## config.mk

```make
export PLATFORM = sky130hd
export DESIGN_NAME = argmax_classifier
export DESIGN_NICKNAME = d
export VERILOG_FILES = /design/src/rtl/lenet_pkg.sv /design/src/rtl/argmax_update.sv /design/src/rtl/argmax_classifier.sv
export SDC_FILE = /design/constraint.sdc
export NUM_CORES = 1
export LEC_CHECK = 0
export ABC_AREA = 0
export BUFFER_PORTS_ARGS = -buffer_cell sky130_fd_sc_hd__buf_2
export CORE_UTILIZATION = 60
export CTS_CLUSTER_DIAMETER = 120
export CTS_CLUSTER_SIZE = 12
export DETAILED_ROUTE_END_ITERATION = 10
export MAX_ROUTING_LAYER = met4
export PLACE_DENSITY = 0.87
export SETUP_SLACK_MARGIN = 0.5
export SLEW_MARGIN = 20
export SYNTH_ARGS = -nofsm -noshare
export SYNTH_HDL_FRONTEND = slang
export SYNTH_SLANG_ARGS = --single-unit
```

## constraint.sdc

```tcl
create_clock -name clk -period 10 [get_ports clk]
set_input_delay 1 -clock clk [delete_from_list [all_inputs] [get_ports clk]]
set_output_delay 1 -clock clk [all_outputs]
set_load 0.02 [all_outputs]
```

## src/rtl/lenet_pkg.sv

```systemverilog
// lenet_pkg: shared score types, sizing constants and argmax FSM states for the LeNet back end.
package lenet_pkg;
  localparam int bitwidth = 16;
  localparam int NUM_CLASSES = 10;
  localparam int IDX_W = 4;
  typedef logic signed [bitwidth-1:0] score_t;
  typedef score_t [NUM_CLASSES-1:0] score_vec_t;
  typedef enum logic [1:0] {IDLE, SCAN, DONE} argmax_state_t;
endpackage

```

## src/rtl/argmax_update.sv

```systemverilog
// argmax_update: combinational compare/update cell for one candidate score.
// ARGMAX_MARGIN_EN adds second-best tracking.
module argmax_update #(
  parameter int bitwidth = 16,
  parameter int IDX_W = 4
) (
  input  logic signed [bitwidth-1:0] best,
  input  logic        [IDX_W-1:0]    best_idx,
`ifdef ARGMAX_MARGIN_EN
  input  logic signed [bitwidth-1:0] second,
  output logic signed [bitwidth-1:0] nsecond,
`endif
  input  logic signed [bitwidth-1:0] cand,
  input  logic        [IDX_W-1:0]    cand_idx,
  output logic signed [bitwidth-1:0] nbest,
  output logic        [IDX_W-1:0]    nbest_idx
);
  logic gt;
  // strict compare keeps the lower index on ties
  assign gt = cand > best;
  assign nbest = gt ? cand : best;
  assign nbest_idx = gt ? cand_idx : best_idx;
`ifdef ARGMAX_MARGIN_EN
  assign nsecond = gt ? best : (cand > second ? cand : second);
`endif
endmodule

```

## src/rtl/argmax_classifier.sv

```systemverilog
// argmax_classifier: captures a class score vector and scans it one element per cycle for the winner.
// ARGMAX_MARGIN_EN adds the class_margin output (best minus second-best).
module argmax_classifier import lenet_pkg::*; #(
  parameter int bitwidth = lenet_pkg::bitwidth,
  parameter int NUM_CLASSES = lenet_pkg::NUM_CLASSES,
  parameter int IDX_W = lenet_pkg::IDX_W
) (
  input  logic                       clk,
  input  logic                       rst_n,
  input  logic signed [bitwidth-1:0] featuremap [NUM_CLASSES-1:0],
  input  logic                       in_valid,
  output logic                       in_ready,
  output logic                       out_valid,
  input  logic                       out_ready,
  output logic        [IDX_W-1:0]    class_idx,
  output logic signed [bitwidth-1:0] class_score,
`ifdef ARGMAX_MARGIN_EN
  output logic        [bitwidth-1:0] class_margin,
`endif
  output logic                       busy
);
  argmax_state_t state, state_nxt;
  logic signed [bitwidth-1:0] bank [NUM_CLASSES-1:0];
  logic signed [bitwidth-1:0] best, nbest;
  logic [IDX_W-1:0] best_idx, nbest_idx, cnt;
  logic last;
`ifdef ARGMAX_MARGIN_EN
  logic signed [bitwidth-1:0] second, nsecond;
`endif
  assign last = cnt == IDX_W'(NUM_CLASSES-1);
  argmax_update #(.bitwidth(bitwidth), .IDX_W(IDX_W)) u_upd (
    .best(best),
    .best_idx(best_idx),
`ifdef ARGMAX_MARGIN_EN
    .second(second),
    .nsecond(nsecond),
`endif
    .cand(bank[cnt]),
    .cand_idx(cnt),
    .nbest(nbest),
    .nbest_idx(nbest_idx)
  );
  always_ff @(posedge clk or negedge rst_n)
    if (!rst_n) state <= IDLE;
    else state <= state_nxt;
  always_comb begin
    state_nxt = state;
    state_nxt = (state == IDLE && in_valid) ? SCAN :
                (state == SCAN && last) ? DONE :
                (state == DONE && out_ready) ? IDLE : state;
    in_ready = state == IDLE;
    out_valid = state == DONE;
    busy = state != IDLE;
  end
  always_ff @(posedge clk or negedge rst_n) begin
    if (!rst_n) begin
      for (int i = 0; i < NUM_CLASSES; i++) bank[i] <= '0;
      best <= '0;
      best_idx <= '0;
      cnt <= '0;
      class_idx <= '0;
      class_score <= '0;
`ifdef ARGMAX_MARGIN_EN
      second <= '0;
      class_margin <= '0;
`endif
    end else if (state == IDLE && in_valid) begin
      bank <= featuremap;
      best <= featuremap[0];
      best_idx <= '0;
      cnt <= IDX_W'(1);
`ifdef ARGMAX_MARGIN_EN
      second <= {1'b1, {(bitwidth-1){1'b0}}};
`endif
    end else if (state == SCAN) begin
      best <= nbest;
      best_idx <= nbest_idx;
      cnt <= last ? cnt : cnt + IDX_W'(1);
`ifdef ARGMAX_MARGIN_EN
      second <= nsecond;
`endif
      if (last) begin
        class_idx <= nbest_idx;
        class_score <= nbest;
`ifdef ARGMAX_MARGIN_EN
        class_margin <= nbest - nsecond;
`endif
      end
    end
  end
endmodule

```

==> metrics <==
via/cell ratio=about 5.7; Chip Height=129 um; io pins=about 190; Hold Path Origin=class_score[5]$_DFFE_PN0P_; Synth warnings=0; ant diodes=0; Final nets=between 1000 and 1500; DRC viols=0; Slew Limit Fails=0; post-route antenna net violation count=0; Post-synth ARST share=1.00; clk sink count=between 200 and 250; setup TNS=0 ns; GRT overflow=0; vias=8025; TritonCTS clock tree=done; cell depth of the worst flop-to-flop path=16; Starting Density=0.625; Post-Syn Instances=1046; Post-synth EDFFs=0; final cycle utilization of the critical path=0.501; Slew HR=0.261; Setup crit end=best[10]$_DFFE_PN0P_; All-Layer GR Usage=0.327; global-route wire length before repair=roughly 40000 um; drt pass-1 iters=5; CP Depth=16; sequential area share after synthesis=0.534; post-synth top area cell=dfrtp_1; DRT Wirelength=25100 um; Clk Latency, worst-skew pair=0.49 ns; crit path launch=cnt[1]$_DFFE_PN0P_; Post-DP HPWL=around 18000 um; clock-pin slew on the worst setup and hold paths=roughly 0.060 ns; final instance area=11200 um^2; P&R area growth vs syn=16.0%; initial antenna violation count=0; status=finished clean; post-CTS setup buffers=0; die width=about 130 um; Bufs and invs on worst path=4; hold buffer count at CTS=0; Startpoint Class=register; fillers=1137; minimum clock period=between 5 and 6 ns; Core Area=15400 um^2; Port Buffers=roughly 190; layout cell share with drive strength beyond 1=0.215; library cells used by synthesis=36; VDD IR max=a little under 0.0001 V; Final Hold Viols=0; PD cells=approximately 140 nW/um^2; total power=approximately 1.6 mW; Area contributors post-synth=dfrtp_1, nand2_1, mux4_2, o21ai_0, ha_1; critical path fanouts, max=25; Synth top area share=0.534; CTS max path bufs=3; Critical Path End Type=register; initial detailed-routing violation count=820; reg2reg setup slack=between 4 and 5 ns; unrepaired setup endpoints after global routing=false; largest net degree at the start of global routing=133; Num CTS Buffers=21; # Max-Cap Violations=0; final setup fails=0; final core utilization=0.725; Cell Rows=45; Worst Tran Pin Value=1.11 ns; Leak=between 6 and 7 nW; Root Buffer=clkbuf_16; capture point of the worst reg-to-reg path=best[10]$_DFFE_PN0P_; Worst Skew=between 0.01 and 0.015 ns; Max Fclk=around 200 MHz; prevailing post-synth register cell=dfrtp_1; CP max stage cell=dfrtp_1; vias in the first global route=between 7000 and 8000; syn_nets=roughly 1200; Post-Place Cell Area=10600 um^2; synthesized area=approximately 9600 um^2; CP Cell Sequence=buf_4, inv_1, nand2_1, nor2_1, a21oi_1, o21ai_0, ha_1, nand4_2, nor4_2, a21boi_2, o311a_1, nor2_1, buf_4, nor2_1, buf_4, a221o_1; CTS HTree Levels=1; routability cong.=about 0.9; Die ar.=around 17000 um^2; Crit Path Class=register to register; Crit path max-delay family=simple AND/OR/NAND/NOR gates; WL/cell=17.8 um; FF+latch count, synth=roughly 210; CP peak stage delay=between 0.7 and 0.8 ns; worst hold path class=register to register; FF-to-FF Start=cnt[1]$_DFFE_PN0P_; critical path required time=10.42 ns; Worst Path Arrival=between 5 and 6 ns; area of the multi-input gates=4140 um^2; Syn Area/Cell=between 9 and 10 um^2; area occupied by registers=just over 5000 um^2; post-CTS sizing=0
## synthesized netlist by cell type (all sizes together) (16+ instances only)
| cell type | instances |
|---|---|
| o21ai | 53 |
| dfrtp | 206 |
| a221o | 16 |
| clkbuf | 50 |
| a21oi | 33 |
| mux2i | 18 |
| nand2 | 465 |
| a21o | 20 |
| ha | 18 |
| and3 | 16 |
| mux4 | 32 |
| nand3 | 17 |
| inv | 19 |
| buf | 17 |
| nor2 | 46 |
## per-stage QoR
step                      hold slack, ns  setup WS (ns)  instances
after global placement             0.454           5.41       1384
after detailed placement           0.458           5.18       1384
final                              0.474           4.99       1408
after CTS                          0.473           5.09       1408
after global routing               0.497           4.72       1408
after floorplan                    0.440           6.51       1046
## cell usage in the layout (no fill, tap or decap), types with 2 or more instances in the layout
cell and count:
buf_2 185, xnor2_1 2, a221o_1 16, inv_1 19, nand3_1 17, dfrtp_1 205, and3_1 16, buf_4 8
a21o_1 20, clkbuf_16 21, a21oi_1 32, nand4_1 3, nor2b_1 2, nor2_1 46, nand2_1 464, ha_1 18
mux4_2 32, o21ai_0 52, mux2i_1 18
## logic make-up after synthesis
| family | Yosys count | share of synthesized area |
|---|---|---|
| buf+inv | 87 | 0.0376 |
| flops | 206 | 0.534 |
| simple gates | 557 | 0.228 |
| fa+ha+maj | 18 | 0.0233 |
| mux | 50 | 0.0934 |
| xor+xnor | 3 | 0.00272 |
| compound gates | 125 | 0.0809 |
## routing by layer
layer	up-vias	GRT usage	routed length, um
li1	3713	-	-
met1	3842	0.468	10900
met2	411	0.490	11500
met3	59	0.0528	2050
met4	0	0.0872	663
met5	-	-	0
## worst min-delay path by stage
stage	endpoint	slack, ns	cells past startpoint
finish	class_score[5]$_DFFE_PN0P_	0.47	2
global route	class_score[5]$_DFFE_PN0P_	0.50	2
CTS	bank[43]$_DFFE_PN0P_	0.47	2
detailed placement	bank[43]$_DFFE_PN0P_	0.46	2
global placement	bank[103]$_DFFE_PN0P_	0.45	2
floorplan	bank[100]$_DFFE_PN0P_	0.44	2
## flip-flops by register name, summed over array words and instances, names as in the netlist
signal,flops
state,2
class_score,16
class_idx,4
cnt,4
best,16
best_idx,4
bank,160
## worst min-delay path, cell delays in order (launching register included)
cell and delay [ns]:
dfrtp_1 0.34, nand2_1 0.04, o21ai_0 0.06
## power breakdown
part	total [mW]	switching (mW)	internal, mW
logic	0.0495	0.0262	0.0233
registers	0.834	0	0.834
clock network	0.677	0.302	0.375
total	1.56	0.328	1.23
## area by class of cell
cell class | instances | area share
clock buffer | 22 | 0.0473
clock inverter | 2 | 0.00179
inverter | 20 | 0.00671
multi-input combinational | 753 | 0.370
sequential | 206 | 0.461
tap | 211 | 0.0236
timing repair buffer | 194 | 0.0895
(Power assumes the default switching activity.)
